## config.mk

```make
export PLATFORM = sky130hd
export DESIGN_NAME = array_ctrl_flat
export DESIGN_NICKNAME = d
export VERILOG_FILES = /design/src/rtl/array_ctrl_pkg.sv /design/src/rtl/array_ctrl_if.sv /design/src/rtl/array_ctrl_req_fifo.sv /design/src/rtl/array_ctrl.sv /design/src/flat_wrapper.sv
export SDC_FILE = /design/constraint.sdc
export NUM_CORES = 1
export LEC_CHECK = 0
export CAP_MARGIN = 10
export CORE_MARGIN = 5
export CORE_UTILIZATION = 40
export DETAILED_ROUTE_END_ITERATION = 8
export HOLD_SLACK_MARGIN = 0.08
export PLACE_DENSITY = 0.72
export REMOVE_ABC_BUFFERS = 1
export SYNTH_ARGS = -nofsm -noshare
export SYNTH_HDL_FRONTEND = slang
export SYNTH_SLANG_ARGS = --single-unit
```

## constraint.sdc

```tcl
create_clock -name clk -period 3.55 [get_ports clk]
set_input_delay 0.355 -clock clk [delete_from_list [all_inputs] [get_ports clk]]
set_output_delay 0.355 -clock clk [all_outputs]
set_load 0.005 [all_outputs]
```

## src/rtl/array_ctrl_pkg.sv

```systemverilog
// Shared definitions for the array request front-end: default widths,
// controller state encodings and the packed FIFO entry width.
package array_ctrl_pkg;

   localparam int DEF_ADDR_W = 2;
   localparam int DEF_DATA_W = 16;

   typedef enum logic [2:0] {
      ST_IDLE = 3'd0,
      ST_WR   = 3'd1,
      ST_RD   = 3'd2,
      ST_CAP  = 3'd3,
      ST_RESP = 3'd4
   } ctrlState_t;

   // A queued command is packed as {wr, addr, wdata}.
   function automatic int entryWidth(input int addrW, input int dataW);
      return 1 + addrW + dataW;
   endfunction

endpackage

```

## src/rtl/array_ctrl_if.sv

```systemverilog
// Request and response valid/ready channels between a command source
// (master) and the array front-end (slave).
interface array_ctrl_if
   import array_ctrl_pkg::*;
#(
   parameter int ADDR_W = DEF_ADDR_W,
   parameter int DATA_W = DEF_DATA_W
);
   logic              req_valid;
   logic              req_ready;
   logic              req_wr;
   logic [ADDR_W-1:0] req_addr;
   logic [DATA_W-1:0] req_wdata;
   logic              rsp_valid;
   logic              rsp_ready;
   logic [ADDR_W-1:0] rsp_addr;
   logic [DATA_W-1:0] rsp_rdata;

   modport master (
      output req_valid, req_wr, req_addr, req_wdata, rsp_ready,
      input  req_ready, rsp_valid, rsp_addr, rsp_rdata
   );

   modport slave (
      input  req_valid, req_wr, req_addr, req_wdata, rsp_ready,
      output req_ready, rsp_valid, rsp_addr, rsp_rdata
   );
endinterface

```

## src/rtl/array_ctrl_req_fifo.sv

```systemverilog
// In-order command FIFO; pointers carry one extra wrap bit so that
// full and empty are distinguishable when the indices coincide.
module req_fifo #(
   parameter int WIDTH = 19,
   parameter int DEPTH = 4
) (
   input  logic             clk,
   input  logic             rst,
   input  logic             i_push,
   input  logic [WIDTH-1:0] i_pushData,
   input  logic             i_pop,
   output logic [WIDTH-1:0] o_popData,
   output logic             o_full,
   output logic             o_empty
);
   localparam int IDX_W = $clog2(DEPTH);
   localparam int PTR_W = IDX_W + 1;

   logic [PTR_W-1:0] r_wrPtr;
   logic [PTR_W-1:0] r_rdPtr;
   logic [WIDTH-1:0] r_mem [DEPTH];
   logic             w_doPush;
   logic             w_doPop;

   assign o_empty   = (r_wrPtr == r_rdPtr);
   assign o_full    = (r_wrPtr[IDX_W] != r_rdPtr[IDX_W]) &&
                      (r_wrPtr[IDX_W-1:0] == r_rdPtr[IDX_W-1:0]);
   assign w_doPush  = i_push && !o_full;
   assign w_doPop   = i_pop && !o_empty;
   assign o_popData = r_mem[r_rdPtr[IDX_W-1:0]];

   always_ff @(posedge clk or posedge rst) begin
      if (rst) begin
         r_wrPtr <= '0;
         r_rdPtr <= '0;
      end else begin
         if (w_doPush) r_wrPtr <= r_wrPtr + PTR_W'(1);
         if (w_doPop)  r_rdPtr <= r_rdPtr + PTR_W'(1);
      end
   end

   // Storage needs no reset: an entry is only read after it was pushed.
   always_ff @(posedge clk) begin
      if (w_doPush) r_mem[r_wrPtr[IDX_W-1:0]] <= i_pushData;
   end
endmodule

```

## src/rtl/array_ctrl.sv

```systemverilog
// Front-end for the register array: queues commands, drives the array
// pins one command at a time and returns read data on the response channel.
module array_ctrl
   import array_ctrl_pkg::*;
#(
   parameter int ADDR_W     = DEF_ADDR_W,
   parameter int DATA_W     = DEF_DATA_W,
   parameter int FIFO_DEPTH = 4
) (
   input  logic              clk,
   input  logic              rst,
   array_ctrl_if.slave       bus,
   output logic              o_arrSel,
   output logic              o_arrWr,
   output logic [ADDR_W-1:0] o_arrAddr,
   output logic [DATA_W-1:0] o_arrWdata,
   input  logic [DATA_W-1:0] i_arrRdata,
   output logic              o_busy
);
   localparam int ENTRY_W = entryWidth(ADDR_W, DATA_W);

   logic [ENTRY_W-1:0] w_pushData;
   logic [ENTRY_W-1:0] w_head;
   logic               w_full;
   logic               w_empty;
   logic               w_pop;
   logic               w_headWr;
   logic [ADDR_W-1:0]  w_headAddr;
   logic [DATA_W-1:0]  w_headWdata;

   ctrlState_t         r_state;
   logic               r_arrSel;
   logic               r_arrWr;
   logic [ADDR_W-1:0]  r_arrAddr;
   logic [DATA_W-1:0]  r_arrWdata;
   logic               r_rspValid;
   logic [ADDR_W-1:0]  r_rspAddr;
   logic [DATA_W-1:0]  r_rspRdata;

   assign w_pushData = {bus.req_wr, bus.req_addr, bus.req_wdata};
   assign w_pop      = (r_state == ST_IDLE) && !w_empty;
   assign {w_headWr, w_headAddr, w_headWdata} = w_head;

   req_fifo #(.WIDTH(ENTRY_W), .DEPTH(FIFO_DEPTH)) u_fifo (
      .clk       (clk),
      .rst       (rst),
      .i_push    (bus.req_valid),
      .i_pushData(w_pushData),
      .i_pop     (w_pop),
      .o_popData (w_head),
      .o_full    (w_full),
      .o_empty   (w_empty)
   );

   // Space freed by a pop only becomes visible the cycle after.
   assign bus.req_ready = !w_full;
   assign o_busy        = !w_empty || (r_state != ST_IDLE);

   assign o_arrSel      = r_arrSel;
   assign o_arrWr       = r_arrWr;
   assign o_arrAddr     = r_arrAddr;
   assign o_arrWdata    = r_arrWdata;
   assign bus.rsp_valid = r_rspValid;
   assign bus.rsp_addr  = r_rspAddr;
   assign bus.rsp_rdata = r_rspRdata;

   // Each command holds the array select for exactly one cycle; reads then
   // wait one cycle for the array's registered data before capturing it.
   // Write data is only reloaded by writes so the pins stay quiet on reads.
   always_ff @(posedge clk or posedge rst) begin
      if (rst) begin
         r_state    <= ST_IDLE;
         r_arrSel   <= 1'b0;
         r_arrWr    <= 1'b0;
         r_arrAddr  <= '0;
         r_arrWdata <= '0;
         r_rspValid <= 1'b0;
         r_rspAddr  <= '0;
         r_rspRdata <= '0;
      end else begin
         case (r_state)
            ST_IDLE: begin
               if (!w_empty) begin
                  r_arrSel  <= 1'b1;
                  r_arrWr   <= w_headWr;
                  r_arrAddr <= w_headAddr;
                  if (w_headWr) r_arrWdata <= w_headWdata;
                  r_state   <= w_headWr ? ST_WR : ST_RD;
               end else begin
                  r_arrSel <= 1'b0;
                  r_arrWr  <= 1'b0;
               end
            end
            ST_WR: begin
               r_arrSel <= 1'b0;
               r_arrWr  <= 1'b0;
               r_state  <= ST_IDLE;
            end
            ST_RD: begin
               r_arrSel <= 1'b0;
               r_arrWr  <= 1'b0;
               r_state  <= ST_CAP;
            end
            ST_CAP: begin
               r_rspRdata <= i_arrRdata;
               r_rspAddr  <= r_arrAddr;
               r_rspValid <= 1'b1;
               r_state    <= ST_RESP;
            end
            ST_RESP: begin
               if (bus.rsp_ready) begin
                  r_rspValid <= 1'b0;
                  r_state    <= ST_IDLE;
               end
            end
            default: begin
               r_arrSel <= 1'b0;
               r_arrWr  <= 1'b0;
               r_state  <= ST_IDLE;
            end
         endcase
      end
   end
endmodule
```

## src/flat_wrapper.sv

```systemverilog
// flat-port wrapper written by rule: the top's interface ports become plain ports
module array_ctrl_flat import array_ctrl_pkg::*;
#(
   parameter int ADDR_W     = DEF_ADDR_W,
   parameter int DATA_W     = DEF_DATA_W,
   parameter int FIFO_DEPTH = 4
)
  (clk, rst, o_arrSel, o_arrWr, o_arrAddr, o_arrWdata, i_arrRdata, o_busy, bus_req_valid, bus_req_wr, bus_req_addr, bus_req_wdata, bus_rsp_ready, bus_req_ready, bus_rsp_valid, bus_rsp_addr, bus_rsp_rdata);
  array_ctrl_if #(.ADDR_W(ADDR_W), .DATA_W(DATA_W)) bus_i ();
  input  logic clk;
  input  logic rst;
  output logic o_arrSel;
  output logic o_arrWr;
  output logic [ADDR_W-1:0] o_arrAddr;
  output logic [DATA_W-1:0] o_arrWdata;
  input  logic [DATA_W-1:0] i_arrRdata;
  output logic o_busy;
  input wire logic [$bits(bus_i.req_valid)-1:0] bus_req_valid;
  input wire logic [$bits(bus_i.req_wr)-1:0] bus_req_wr;
  input wire logic [$bits(bus_i.req_addr)-1:0] bus_req_addr;
  input wire logic [$bits(bus_i.req_wdata)-1:0] bus_req_wdata;
  input wire logic [$bits(bus_i.rsp_ready)-1:0] bus_rsp_ready;
  output wire logic [$bits(bus_i.req_ready)-1:0] bus_req_ready;
  output wire logic [$bits(bus_i.rsp_valid)-1:0] bus_rsp_valid;
  output wire logic [$bits(bus_i.rsp_addr)-1:0] bus_rsp_addr;
  output wire logic [$bits(bus_i.rsp_rdata)-1:0] bus_rsp_rdata;
  assign bus_i.req_valid = bus_req_valid;
  assign bus_i.req_wr = bus_req_wr;
  assign bus_i.req_addr = bus_req_addr;
  assign bus_i.req_wdata = bus_req_wdata;
  assign bus_i.rsp_ready = bus_rsp_ready;
  assign bus_req_ready = bus_i.req_ready;
  assign bus_rsp_valid = bus_i.rsp_valid;
  assign bus_rsp_addr = bus_i.rsp_addr;
  assign bus_rsp_rdata = bus_i.rsp_rdata;
  array_ctrl #(.ADDR_W(ADDR_W), .DATA_W(DATA_W), .FIFO_DEPTH(FIFO_DEPTH)) u_core (.clk(clk), .rst(rst), .bus(bus_i), .o_arrSel(o_arrSel), .o_arrWr(o_arrWr), .o_arrAddr(o_arrAddr), .o_arrWdata(o_arrWdata), .i_arrRdata(i_arrRdata), .o_busy(o_busy));
endmodule
```

==> out/qor.yml, run 1 <==
status: "finished clean"
routed-via-count: 2485
hold_viol: 0
dp_hpwl_um: 5800
setup.worst_path.class: "flop to flop"
drtIter0Drc: 144
max_freq_ghz: 0.390
fin_util_pct: 53.6
clkSinkCount: 124
clkLatencyLatePin_ps: 400
antenna_found_initial: 0
setup_viol: 0
cts_buffers: 17
initial_core_util_pct: 40.5
grt.total_usage_pct: 14.0
fin_nets: 379
p_leak_nw: 2.39
cts_max_path_buffers: 2
gr-total-overflow: 0
post-route-period-util_pct: 72.3
grt_pass1_wl_um: 14900
synth.ff_latch_count: 124
relSlewSlack_pct: 19.4
synthesis.instances: 240
holdBufCountCts: 0
rows: 40
gp_congestion: 0.674
hold_path.class: "flop to flop"
die_y_um: 120
avgSynthCellArea_um2: 20.2
yosys-top-cells-area: "edfxtp_1 47%, dfrtp_1 25%, mux4_2 8.8%"
critPathMaxFanout: 17
seq_area_frac_synth_pct: 72.0
via_per_inst: 5.02
cts-htree-levels: 4
dieArea_um2: 14400
ant_nets: 0
layoutNonFillerInstCount: 495
fill_cells: 975
period_minus_slack_ps: 2570
slew_violations: 0
final_cell_mix: "79 x clkdlybuf4s50_1, 76 x edfxtp_1, 48 x dfrtp_1, 29 x mux2_2, 19 x mux4_2"
startpoint_type: "flop"
io_pins: 80
syn_area_um2: 4840
chipWidth_um: 120
postCtsSetupRepairBufs: 0
fin_hold_ws_ps: 501
stdcell_area_um2: 6410
clock_skew_ps: 7.92
synth_top_area_cell: "edfxtp_1"
wirelength_um: 9180
clk_pin_slew_ps: 60
synth_cell_type_count: 32
cts_tree: "done"
drc: 0
timing.setup.tns_ps: 0
yosys.area.top_type_share_pct: 47.1
drive_gt1_share_pct: 28.2
area_growth_pct: 32.5
synth_warnings: 0
grt_pass1_vias: 2737
place_ws_ps: 945
ctsResizeCount: 0
io_buffers: 79
endpoint_kind: "flop"
worstPathArrival_ps: 2750
n_antenna_cell: 0
mostFrequentLayoutCell: "clkdlybuf4s50_1"
coreArea_um2: 12000
rsz0062_at_grt: "false"
dr.pass1.iters: 4
cts_root_buf: "clkbuf_16"
cap_violations: 0
grt_max_degree: 49
power_density_nw_per_um2: 964
dp.cells: 463
worstMarginPinSlew_ps: 1210
ir_worst_vdd_uv: 539
worst_ep_required_time_ps: 3740
setup_ws_ps: 984
placed_cell_area_um2: 5800
routedWlPerCell_um: 18.5
power_mw: 6.19
## cells in the mapped netlist (all sizes together)
cell and n:
a21bo 1, a21oi 2, a31oi 2, and2 3
and3 1, buf 8, clkbuf 1, dfrtp 48
edfxtp 76, ha 5, inv 4, mux2 38
mux4 19, nand2 4, nand3 2, nor2 3
nor3 1, nor3b 1, o21a 2, o21ai 1
o311a 1, o311ai 2, o31a 3, or2 1
or3 1, xnor2 4, xor2 6
## flip-flops by register name (all words and copies together), names as in the netlist
| signal | count |
|---|---|
| u_core.bus.rsp_addr | 2 |
| u_core.bus.rsp_rdata | 16 |
| u_core.bus.rsp_valid | 1 |
| u_core.o_arrAddr | 2 |
| u_core.o_arrSel | 1 |
| u_core.o_arrWdata | 16 |
| u_core.o_arrWr | 1 |
| u_core.r_state | 3 |
| u_core.u_fifo.r_mem | 76 |
| u_core.u_fifo.r_rdPtr | 3 |
| u_core.u_fifo.r_wrPtr | 3 |
## kinds of logic after synthesis
| family | share of synthesized area (%) |
|---|---|
| buffers and inverters | 1.65 |
| adder cells (fa/ha/maj) | 1.29 |
| AND/OR/NAND/NOR | 1.89 |
| XOR/XNOR | 2.27 |
| flip-flops | 72.0 |
| AO/OA/AOI/OAI | 2.56 |
| multiplexers | 18.4 |
## power by group
group | switching, mW | total, mW | internal (mW)
combinational | 0.862 | 2.09 | 1.23
clock | 0.558 | 1.77 | 1.21
sequential | 0.280 | 2.33 | 2.05
## cell type report
class | instances | area, um^2 | area share (%)
flip-flops and latches | 124 | 3480 | 54.3
multi-input cells | 103 | 1280 | 20.0
repair buffers | 85 | 836 | 13.0
clock buffers | 25 | 475 | 7.41
well taps | 147 | 184 | 2.87
clock inverters | 7 | 138 | 2.15
inverters | 4 | 15.0 | 0.234
## final timing paths
path,start,endpoint,slack (ps),cells after the start
min in group asynchronous,rst,u_core.o_arrWdata[8]$_DFFE_PP0P_,530,2
hold reg to reg,u_core.bus.rsp_rdata[11]$_DFFE_PP0P_,u_core.bus.rsp_rdata[11]$_DFFE_PP0P_,500,1
setup / recovery,u_core.u_fifo.r_rdPtr[0]$_DFFE_PP0P_,u_core.o_arrWr$_DFFE_PP0N_,980,3
hold / removal,u_core.bus.rsp_rdata[11]$_DFFE_PP0P_,u_core.bus.rsp_rdata[11]$_DFFE_PP0P_,500,1
max in group asynchronous,rst,u_core.u_fifo.r_rdPtr[2]$_DFFE_PP0P_,2400,2
setup reg to reg,u_core.u_fifo.r_rdPtr[0]$_DFFE_PP0P_,u_core.o_arrWr$_DFFE_PP0N_,980,3
## worst max-delay path: stages (launching register included)
cell and delay (ps):
dfrtp_1 740, xor2_2 250, o311ai_4 1020, o311ai_0 350
## per-layer routing
layer | routed length (um) | track usage [%] | vias up | share of wire (%)
li1 | - | - | 1126 | -
met1 | 3740 | 16.3 | 1259 | 41
met2 | 4740 | 23.3 | 88 | 52
met3 | 565 | 4.57 | 12 | 6.2
met4 | 136 | 6.59 | 0 | 1.5
met5 | 0 | 0 | - | 0
Power figures use the tool's default switching activity.
==> run 2: changes to the inputs <==
==> constraint.sdc (replaced) <==
create_clock -name clk -period 2.6 [get_ports clk]
set_input_delay 0.26 -clock clk [delete_from_list [all_inputs] [get_ports clk]]
set_output_delay 0.26 -clock clk [all_outputs]
set_load 0.005 [all_outputs]
==> out/qor.yml, run 2 (synthesis results as in run 1) <==
placed_cell_area_um2: 5860
ir_worst_vdd_uv: 672
power_frac_seq_pct: 37.1
p_sw_share_pct: 28.5
endpoint_kind: "output pin"
slew_violations: 0
setup.worst_path.class: "flop to output pin"
drive_gt1_share_pct: 29.9
status: "finished clean"
p_clk_share_pct: 28.5
area_growth_pct: 34.1
drc: 0
dp.cells: 466
period_minus_slack_ps: 2240
hold_viol: 0
p_comb_share_pct: 34.4
rows: 40
clk_pin_slew_ps: 60
initial_core_util_pct: 40.5
holdBufCountCts: 0
fin_nets: 382
grt_pass1_wl_um: 15100
cts-htree-levels: 4
cts_max_path_buffers: 2
ctsResizeCount: 0
setup_viol: 0
worstMarginPinSlew_ps: 768
wirelength_um: 9230
die_y_um: 120
via_per_inst: 5.04
dieArea_um2: 14400
layoutNonFillerInstCount: 498
clkSinkCount: 124
worstPathArrival_ps: 1980
place_ws_ps: 318
coreArea_um2: 12000
dp_hpwl_um: 6030
p_leak_nw: 2.42
rsz0062_at_grt: "false"
power_density_nw_per_um2: 1310
setup.reg_to_reg.worst_slack_ps: 380
grt.total_usage_pct: 13.8
switchingPower_mw: 2.42
cap_violations: 0
cts_tree: "done"
critPathMaxFanout: 6
stdcell_area_um2: 6490
hold_path.class: "primary input to async pin"
chipWidth_um: 120
clock_skew_ps: 10.2
drtIter0Drc: 153
cts_root_buf: "clkbuf_16"
fill_cells: 955
clkLatencyLatePin_ps: 410
gr-total-overflow: 0
max_freq_ghz: 0.447
io_buffers: 79
relSlewSlack_pct: 48.7
postCtsSetupRepairBufs: 0
dr.pass1.iters: 4
ant_nets: 0
routedWlPerCell_um: 18.5
io_pins: 80
cts_buffers: 17
fin_util_pct: 54.3
routed-via-count: 2509
internal_power_mw: 6.08
rr_worst_depth: 4
grt_max_degree: 49
largest_reg_flops: 76
grt_pass1_vias: 2848
n_antenna_cell: 0
startpoint_type: "flop"
gp_congestion: 0.778
mostFrequentLayoutCell: "clkdlybuf4s50_1"
worst_ep_required_time_ps: 2340
post-route-period-util_pct: 86.0
antenna_found_initial: 0
fin_hold_ws_ps: 343
final_cell_mix: "79 x clkdlybuf4s50_1, 76 x edfxtp_1, 48 x dfrtp_1, 29 x mux2_2, 21 x clkbuf_16"
setup_ws_ps: 365
==> run 2: cell count changes in the layout (fill, tap and decap cells not counted), sizes merged <==
cell      change
bufinv        -3
buf           +3
clkbuf        -2
clkinvlp      +1
inv           +3
clkinv        +1
==> run 2: routing by layer <==
metal	global-route usage [%]	share of wire, %
met4	5.80	1.7
met5	0	0
met2	23.4	51
met1	16.2	41
met3	4.19	6.1
==> run 2: path summary, 6_finish.rpt <==
check                                                     start                              endpoint
hold / removal                                              rst   u_core.bus.rsp_rdata[6]$_DFFE_PP0P_
setup reg to reg           u_core.u_fifo.r_wrPtr[1]$_DFFE_PP0P_     u_core.o_arrWdata[11]$_DFFE_PP0P_
setup / recovery           u_core.u_fifo.r_wrPtr[1]$_DFFE_PP0P_                                o_busy
min in group clk                                  i_arrRdata[6]   u_core.bus.rsp_rdata[6]$_DFFE_PP0P_
hold reg to reg            u_core.bus.rsp_rdata[11]$_DFFE_PP0P_  u_core.bus.rsp_rdata[11]$_DFFE_PP0P_
max in group asynchronous                                   rst         u_core.r_state[1]$_DFFE_PP0P_
==> run 2: power by group through the flow <==
stage	clock network, mW	logic (mW)	registers (mW)
after global routing	2.55	3.18	3.24
after global placement	0	2.89	3.16
after floorplan	0	1.58	3.25
after detailed placement	0	2.98	3.20
final	2.42	2.93	3.15
after CTS	2.46	3.00	3.17
==> run 2: per-stage QoR <==
stage	TNS (ps)	power [mW]
floorplan	-4030	4.83
global route	0	8.97
global placement	0	6.05
detailed placement	0	6.18
finish	0	8.51
CTS	0	8.64
==> run 2: worst max-delay path, cell delays in order (launching register included) <==
cell and delay, ps:
dfrtp_1 470, xor2_2 370, nor2_1 120, nand3_1 110
clkdlybuf4s50_1 510
==> run 2: area by class of cell <==
cell class,count,area (um^2),share of cell area (%)
inverters,4,15.0,0.231
repair buffers,88,896,13.8
multi-input cells,103,1280,19.8
flip-flops and latches,124,3480,53.7
clock buffers,23,533,8.21
clock inverters,9,95.1,1.47
well taps,147,184,2.83
